## src/rtl/seven_seg_pkg.sv

```systemverilog
// Shared types and active-low glyph constants for the seven-segment display blocks.
// Segment vectors are ordered g..a, so bit0 drives segment a.
package seven_seg_pkg;

   typedef logic [6:0] seg_t;

   typedef struct packed {
      logic [3:0] value;
      logic       on;
      logic       blink;
   } digit_entry_t;

   localparam seg_t SEG_BLANK = 7'h7F;

   localparam seg_t GLYPH_0 = 7'b1000000;
   localparam seg_t GLYPH_1 = 7'b1111001;
   localparam seg_t GLYPH_2 = 7'b0100100;
   localparam seg_t GLYPH_3 = 7'b0110000;
   localparam seg_t GLYPH_4 = 7'b0011001;
   localparam seg_t GLYPH_5 = 7'b0010010;
   localparam seg_t GLYPH_6 = 7'b0000010;
   localparam seg_t GLYPH_7 = 7'b1111000;
   localparam seg_t GLYPH_8 = 7'b0000000;
   localparam seg_t GLYPH_9 = 7'b0010000;
   localparam seg_t GLYPH_A = 7'b0001000;
   localparam seg_t GLYPH_B = 7'b0000011;
   localparam seg_t GLYPH_C = 7'b1000110;
   localparam seg_t GLYPH_D = 7'b0100001;
   localparam seg_t GLYPH_E = 7'b0000110;
   localparam seg_t GLYPH_F = 7'b0001110;

endpackage

```

## src/rtl/seven_seg_glyph_decode.sv

```systemverilog
// Combinational 4-bit value to active-low segment decoder.
// With hex_mode_i low, values 10-15 decode to blank.
module seven_seg_glyph_decode
   import seven_seg_pkg::*;
(
   input  logic [3:0] value_i,
   input  logic       hex_mode_i,
   output seg_t       seg_o
);

   always_comb begin
      seg_o = SEG_BLANK;
      case (value_i)
         4'd0:  seg_o = GLYPH_0;
         4'd1:  seg_o = GLYPH_1;
         4'd2:  seg_o = GLYPH_2;
         4'd3:  seg_o = GLYPH_3;
         4'd4:  seg_o = GLYPH_4;
         4'd5:  seg_o = GLYPH_5;
         4'd6:  seg_o = GLYPH_6;
         4'd7:  seg_o = GLYPH_7;
         4'd8:  seg_o = GLYPH_8;
         4'd9:  seg_o = GLYPH_9;
         4'd10: seg_o = hex_mode_i ? GLYPH_A : SEG_BLANK;
         4'd11: seg_o = hex_mode_i ? GLYPH_B : SEG_BLANK;
         4'd12: seg_o = hex_mode_i ? GLYPH_C : SEG_BLANK;
         4'd13: seg_o = hex_mode_i ? GLYPH_D : SEG_BLANK;
         4'd14: seg_o = hex_mode_i ? GLYPH_E : SEG_BLANK;
         4'd15: seg_o = hex_mode_i ? GLYPH_F : SEG_BLANK;
         default: seg_o = SEG_BLANK;
      endcase
   end

endmodule

```

## src/rtl/seven_seg_scan_controller.sv

```systemverilog
// Time-multiplexed N-digit seven-segment driver: digit register file, round-robin scan
// with a deselected guard interval, blink timing and leading-zero suppression.
module seven_seg_scan_controller
   import seven_seg_pkg::*;
#(
   parameter int NUM_DIGITS   = 8,
   parameter int SCAN_DIV     = 1000,
   parameter int GUARD        = 16,
   parameter int BLINK_FRAMES = 32,
   parameter int HEX_MODE     = 1,
   localparam int AW          = $clog2(NUM_DIGITS)
)(
   input  logic                  clock,
   input  logic                  reset_L,
   input  logic                  wr_en,
   input  logic [AW-1:0]         wr_addr,
   input  logic [3:0]            wr_value,
   input  logic                  wr_on,
   input  logic                  wr_blink,
   input  logic                  lz_en,
   output logic [6:0]            seg_L,
   output logic [NUM_DIGITS-1:0] dig_L,
   output logic                  frame_done
);

   localparam int SW = $clog2(SCAN_DIV);
   localparam int FW = (BLINK_FRAMES > 1) ? $clog2(BLINK_FRAMES) : 1;

   digit_entry_t            entries_q [NUM_DIGITS];
   logic [SW-1:0]           slot_q, slot_d;
   logic [AW-1:0]           idx_q, idx_d;
   logic [FW-1:0]           frame_q, frame_d;
   logic                    blink_q, blink_d;
   seg_t                    seg_q, seg_d;
   logic [NUM_DIGITS-1:0]   dig_q, dig_d;
   logic                    fd_q, fd_d;

   logic                    slot_last, idx_last, frame_last, in_guard;
   digit_entry_t            cur;
   seg_t                    glyph;
   logic [NUM_DIGITS-1:0]   zero_above;
   logic                    nz;

   assign slot_last  = (slot_q == SW'(SCAN_DIV - 1));
   assign idx_last   = (idx_q == AW'(NUM_DIGITS - 1));
   assign frame_last = (frame_q == FW'(BLINK_FRAMES - 1));
   assign in_guard   = (slot_q < SW'(GUARD));
   assign cur        = entries_q[idx_q];

   // Addresses beyond NUM_DIGITS-1 match no entry and are dropped.
   always_ff @(posedge clock or negedge reset_L) begin
      if (!reset_L) begin
         for (int i = 0; i < NUM_DIGITS; i++) entries_q[i] <= '0;
      end else begin
         for (int i = 0; i < NUM_DIGITS; i++) begin
            if (wr_en && (wr_addr == AW'(i)))
               entries_q[i] <= '{value: wr_value, on: wr_on, blink: wr_blink};
         end
      end
   end

   always_comb begin
      slot_d  = slot_last ? '0 : slot_q + 1'b1;
      idx_d   = idx_q;
      frame_d = frame_q;
      blink_d = blink_q;
      if (slot_last) begin
         idx_d = idx_last ? '0 : idx_q + 1'b1;
         if (idx_last) begin
            if (frame_last) begin
               frame_d = '0;
               blink_d = ~blink_q;
            end else begin
               frame_d = frame_q + 1'b1;
            end
         end
      end
   end

   // zero_above[j]: no enabled non-zero digit at position j or higher.
   always_comb begin
      nz         = 1'b0;
      zero_above = '0;
      for (int j = NUM_DIGITS - 1; j >= 0; j--) begin
         nz            = nz | (entries_q[j].on && (entries_q[j].value != 4'd0));
         zero_above[j] = ~nz;
      end
   end

   seven_seg_glyph_decode u_glyph (
      .value_i    (cur.value),
      .hex_mode_i (HEX_MODE != 0),
      .seg_o      (glyph)
   );

   always_comb begin
      seg_d = SEG_BLANK;
      dig_d = '1;
      fd_d  = slot_last && idx_last;
      if (!in_guard) begin
         dig_d = ~(NUM_DIGITS'(1) << idx_q);
         if (cur.on && !(cur.blink && blink_q) &&
             !(lz_en && (idx_q != '0) && zero_above[idx_q]))
            seg_d = glyph;
      end
   end

   always_ff @(posedge clock or negedge reset_L) begin
      if (!reset_L) begin
         slot_q  <= '0;
         idx_q   <= '0;
         frame_q <= '0;
         blink_q <= 1'b0;
         seg_q   <= SEG_BLANK;
         dig_q   <= '1;
         fd_q    <= 1'b0;
      end else begin
         slot_q  <= slot_d;
         idx_q   <= idx_d;
         frame_q <= frame_d;
         blink_q <= blink_d;
         seg_q   <= seg_d;
         dig_q   <= dig_d;
         fd_q    <= fd_d;
      end
   end

   assign seg_L      = seg_q;
   assign dig_L      = dig_q;
   assign frame_done = fd_q;

endmodule
```

## config.mk

```make
export PLATFORM = sky130hd
export DESIGN_NAME = seven_seg_scan_controller
export DESIGN_NICKNAME = d
export VERILOG_FILES = /design/src/rtl/seven_seg_pkg.sv /design/src/rtl/seven_seg_glyph_decode.sv /design/src/rtl/seven_seg_scan_controller.sv
export SDC_FILE = /design/constraint.sdc
export NUM_CORES = 1
export LEC_CHECK = 0
export ABC_AREA = 1
export BUFFER_PORTS_ARGS = -buffer_cell sky130_fd_sc_hd__buf_4
export CAP_MARGIN = 20
export CELL_PAD_IN_SITES_DETAIL_PLACEMENT = 1
export CELL_PAD_IN_SITES_GLOBAL_PLACEMENT = 2
export CORE_ASPECT_RATIO = 0.5
export CORE_MARGIN = 2
export CORE_UTILIZATION = 38
export CTS_CLUSTER_SIZE = 16
export DETAILED_ROUTE_END_ITERATION = 10
export PLACE_DENSITY_LB_ADDON = 0.1
export SYNTH_ARGS = -nofsm -noshare
export SYNTH_HDL_FRONTEND = slang
export SYNTH_SLANG_ARGS = --single-unit
export TNS_END_PERCENT = 1
```

## constraint.sdc

```tcl
create_clock -name clock -period 3.6 [get_ports clock]
set_input_delay 0.72 -clock clock [delete_from_list [all_inputs] [get_ports clock]]
set_output_delay 0.72 -clock clock [all_outputs]
set_load 0.1 [all_outputs]
```

==> Word level (Yosys, flattened, before mapping) <==
Cells that the tools add are included.
{ "totals": {"register_bits": 83, "input_bits": 13, "out_inout_bits": 16, "wordCells": 130} }
{ "op_classes": {"addsub": 3, "n_lt_le_gt_ge": 3, "n_eq_ne": 25, "shift": 1, "muxes": 12, "bitwise_logic": 18, "reduce_logical": 37} }
{ "op_table": {"columns": ["op", "n"], "rows": [
  ["7-bit one-hot mux with 16 select lines", 1],
  ["4-bit equality test (second input constant)", 8],
  ["4-bit nonzero test", 8],
  ["1-bit logical AND", 22],
  ["6-bit binary-select mux with 3-bit select", 1],
  ["4-bit by 3-bit equality test with 1-bit output (second input constant)", 4],
  ["3-bit equality test (second input constant)", 5],
  ["7-bit 2-to-1 mux", 2],
  ["6-bit 2-to-1 mux", 2],
  ["10-bit by 1-bit adder with 10-bit output (second input constant)", 1],
  ["10-bit equality test (second input constant)", 1],
  ["10-bit by 5-bit < comparator with 1-bit output (second input constant)", 1],
  ["10-bit 2-to-1 mux", 1],
  ["1-bit NOT", 9],
  ["4-bit by 2-bit equality test with 1-bit output (second input constant)", 2],
  ["8-bit 2-to-1 mux", 1],
  ["8-bit NOT", 1],
  ["1-bit by 3-bit << shifter with 8-bit output (first input constant)", 1],
  ["1-bit bitwise OR", 7],
  ["3-bit by 2-bit equality test with 1-bit output (second input constant)", 2],
  ["5-bit by 1-bit adder with 5-bit output (second input constant)", 1],
  ["5-bit equality test (second input constant)", 1],
  ["5-bit 2-to-1 mux", 1],
  ["4-bit by 1-bit equality test with 1-bit output (second input constant)", 1],
  ["14 further kinds", 15]
]} }

==> Depth between registers and ports, before layout <==
{ "logic_depth": {"word_depth": 17, "ltp_mapped": 13, "depth_no_buf": 11} }

==> Hierarchy <==
A second synthesis with hierarchy kept.
{ "hier_totals": {"hier_cells": 569, "hier_area_um2": 4327.9} }
{ "by_module_without_submodules": {"columns": ["module", "n_inst", "cells_per_inst", "area_each_um2", "seq_area_each_um2"], "rows": [
  ["seven_seg_scan_controller", 1, 504, 4056.4, 2095.8],
  ["seven_seg_glyph_decode", 1, 65, 271.5, 0.0]
]} }

==> Worst setup path after synthesis <==
No wires, ideal clock.
{ "synth_timing": {"path_type": "register -> output", "start": "reg fd_q, in the netlist frame_done", "end": "out frame_done", "arrival_time_ns": 0.883, "required_time_ns": 2.880, "path_slack_ns": 1.997, "path_stages_with_launch": 1, "path_buffers": 0, "path_cell_list": "dfrtp_1"} }
{ "synth_lines": {"columns": ["element", "line_no", "text"], "rows": [
  ["start, declared", "seven_seg_scan_controller.sv:36", "logic fd_q, fd_d;"],
  ["start signal, assigned", "seven_seg_scan_controller.sv:116", "fd_q <= 1'b0;"],
  ["start signal, assigned", "seven_seg_scan_controller.sv:124", "fd_q <= fd_d;"],
  ["end, declared", "seven_seg_scan_controller.sv:23", "output logic frame_done"]
]} }
No word-level cell between the ends.

==> Worst setup path in the final report <==
{ "layout_timing": {"start": "reg idx_q[1]", "end": "reg seg_q[0], in the netlist seg_L[0]"} }
{ "layout_between": {"elab_chain_len": 10, "elab_cells_between_ends": 33, "cone_classes": "eq/ne (15); mux (8); bitwise (1); reduce/logical (9)"} }
{ "layout_rtl": {"columns": ["element", "line_no", "text"], "rows": [
  ["start, declared", "seven_seg_scan_controller.sv:31", "logic [AW-1:0] idx_q, idx_d;"],
  ["start signal, assigned", "seven_seg_scan_controller.sv:119", "idx_q <= idx_d;"],
  ["parallel branches: the longest is 8 deep, another holds 7-bit one-hot mux with 16 select lines", null, null],
  ["7-bit 2-to-1 mux (*)", "seven_seg_scan_controller.sv:102", "if (cur.on && !(cur.blink && blink_q) &&"],
  ["7-bit 2-to-1 mux (*)", "seven_seg_scan_controller.sv:100", "if (!in_guard) begin"],
  ["via seg_d[0]", "seven_seg_scan_controller.sv:34", "seg_t seg_q, seg_d;"],
  ["end signal, assigned", "seven_seg_scan_controller.sv:122", "seg_q <= seg_d;"],
  ["end, declared", "seven_seg_scan_controller.sv:34", null]
]} }
Mark *: on every way through the listed nets, which the timed path passes. The select of a mux whose other input is x is not followed.
A chain may end at the register's enable or synchronous reset.

==> metrics <==
global-route congestion overflow total=0; Required @ worst endpoint=3.87 ns; most used standard cells in the synthesized netlist=nand2_1 (181), dfrtp_1 (68), inv_1 (68), o21ai_0 (60), nor2_1 (56); max-cap check violation count=0; y dimension of the die=79.2 um; Synth cell types=33; number of buffers inserted during clock tree synthesis=9; number of placed instances, taps included=726; Critical Path Start=idx_q[1]; flip-flop and latch count after synthesis=83; Fillers=1368; slew at the pin closest to its max-slew limit=0.813 ns; total wirelength of the detailed-routed design=11700 um; half-perimeter wire length after placement=8520 um; path category of the worst min-delay check=input port to asynchronous set/reset pin; worst skew pair latency=0.34 ns; Final Max Tran Viols=0; final-stage net count=614; via/cell ratio=4.93; proportion of synthesized flip-flops having asynchronous set or reset=100%; cell mode on critical path=nand2_1; diode count=0; power density normalized to cell area=535 nW/um^2; first-pass GRT wire length=19500 um; synthesized netlist net count=588; clock tree from TritonCTS=done; worst-case clock skew=0.00537 ns; series of cell instances along the critical path=inv_4 -> ha_1 -> nand2_1 -> nand2_1 -> a21oi_1 -> nand2_1 -> nor2_1 -> nand2_1 -> nand2_1 -> inv_2 -> nand3_1; outcome=completed; Final Cycle Share=61.2%; area of all placed cells without fillers=4910 sq um; type of destination of the critical path=register; Synth-to-Final Area Change=14.1%; highest cell delay on the worst timing path=0.87 ns; sequential-to-total area share from yosys stat=48.7%; CTS clk-pin slew, worst paths=0.06 ns; cell with the most instances after synthesis=nand2_1; destination of the worst register-to-register timing path=seg_L[0]; category of the worst setup path launch point=register; critical path type=register to register; area of the core=11000 sq um; final weighted congestion in routability-driven placement=0.785; final number of setup-violating endpoints=0; TritonRoute pass-1 iters=4; Ports=29; die area=12200 sq um; endpoints failing hold=0; number of DRC violations after detailed routing=0; global routing usage summed across all routing layers=20.6%; Top Family by Delay on Critical Path=flip-flops; count of buffering cells on the critical path with inverters included=2; number of global-route vias before repair=3770; most used flip-flop cell after synthesis=dfrtp_1; fraction of post-synthesis cell area in the top cell type by area=39.6%; final sum of negative setup slack=0 ns; post-cts sizing count=0; antenna violations before repair=0; CTS Sinks=83; placed standard-cell area=4610 sq um; Routed wire per std cell=15.7 um; static leakage=2.46 nW; # port buffers=28; signal arrival time at the worst endpoint=2.48 ns; maximum number of buffers from clock root to sink=2; setup repair after global routing missed its margin=false; library cell used as clock root buffer=clkbuf_16; yosys warns=0; critical-path cell with the highest stage delay=dfrtp_1; Vias=3659; Mapped Cells=566; upper clock frequency limit=454 MHz; ratio of cells with drive above 1 in the final layout=14.2%; clock period minus final worst setup slack=2.20 ns; startpoint of the worst-slack reg-to-reg timing path=idx_q[1]; ranking of synthesized cells by area=dfrtp_1 (40%), nand2_1 (16%), dfstp_2 (9.2%); Register-to-Register Setup Slack=1.40 ns; maximum fanout along the worst path=19; timing endpoint of the critical path=seg_L[0]; setup repair bufs after CTS=0; standard-cell row count=27; EDFF count, synth=0; Mapped Area=4300 sq um; initial standard-cell utilization of the core=39.0%; area leader, netlist=dfrtp_1; antenna-violating nets left=0; cts-stage hold buffer count=0; synthesized area per cell=7.60 sq um; violation count after the first detailed-routing iteration=138; largest net degree at the start of global routing=48; H-tree Lvls=3; Worst path depth=11; Worst slew margin=45.8%; number of standard cells in the layout, taps in and fillers out=742; VDD IR max=0.000251 V; cell count of the worst reg-to-reg path=11; Die Wd=154 um
-- cell families (layout without fill, tap and decap cells) --
kind of cell,Yosys count,in the layout,share of synthesized area [%]
simple gates,313,313,30.9
compound gates,68,68,8.09
flops,83,83,48.7
fa+ha+maj,9,9,2.62
xor+xnor,3,3,0.611
buf+inv,90,121,9.08
-- placed cells by master, fill, tap and decap left out, drive strengths merged, types with 8 or more instances in the layout --
| master | instances |
|---|---|
| nand2 | 192 |
| clkbuf | 10 |
| nor3 | 8 |
| buf | 33 |
| o21ai | 61 |
| inv | 72 |
| nand3 | 44 |
| dfrtp | 68 |
| dfstp | 15 |
| ha | 9 |
| nor2 | 58 |
-- how the worst min path moves through the flow --
stage / slack, ns / to
global route: 0.44 / slot_q[8]
floorplan: 0.42 / blink_q
CTS: 0.41 / slot_q[7]
detailed placement: 0.47 / entries_q[36]
finish: 0.40 / slot_q[7]
global placement: 0.47 / entries_q[36]
-- metal layers --
layer | share of wire (%) | GRT usage [%] | vias to the layer above | routed length, um
met5 | 0 | 0 | - | 0
met4 | 1.5 | 4.72 | 0 | 175
met3 | 3.3 | 4.37 | 14 | 390
met2 | 44 | 32.9 | 39 | 5140
met1 | 51 | 29.0 | 1788 | 5950
li1 | - | - | 1818 | -
-- layout make-up --
| class | count | area, sq um | area share, % |
|---|---|---|---|
| Sequential cell | 83 | 2100 | 42.7 |
| Clock inverter | 6 | 66.3 | 1.35 |
| Inverter | 72 | 273 | 5.56 |
| Tap cell | 145 | 181 | 3.70 |
| Multi-Input combinational cell | 393 | 1810 | 37.0 |
| Clock buffer | 10 | 229 | 4.67 |
| Timing Repair Buffer | 33 | 248 | 5.05 |
-- state kept, by name, summed over array words and instances, names as in the netlist --
name	count
frame_done	1
slot_q	10
seg_L	7
blink_q	1
idx_q	3
entries_q	48
frame_q	5
dig_L	8
-- stage by stage --
stage	power (mW)	utilization, %	hold slack (ns)	setup WS [ns]
2_1_floorplan	1.56	-	0.424	2.00
3_3_place_gp	1.72	41.9	0.466	1.52
3_5_place_dp	1.73	41.9	0.471	1.42
4_1_cts	2.66	44.6	0.411	1.41
5_1_grt	2.77	44.6	0.436	1.19
6_report	2.62	44.6	0.396	1.40
-- power by group --
part / total, mW / internal [mW] / leakage, nW / switching, mW
sequential: 1.14 / 1.07 / 1.02 / 0.0759
clock: 0.917 / 0.537 / 0.135 / 0.380
combinational: 0.565 / 0.162 / 1.30 / 0.403
(Power assumes the default switching activity.)
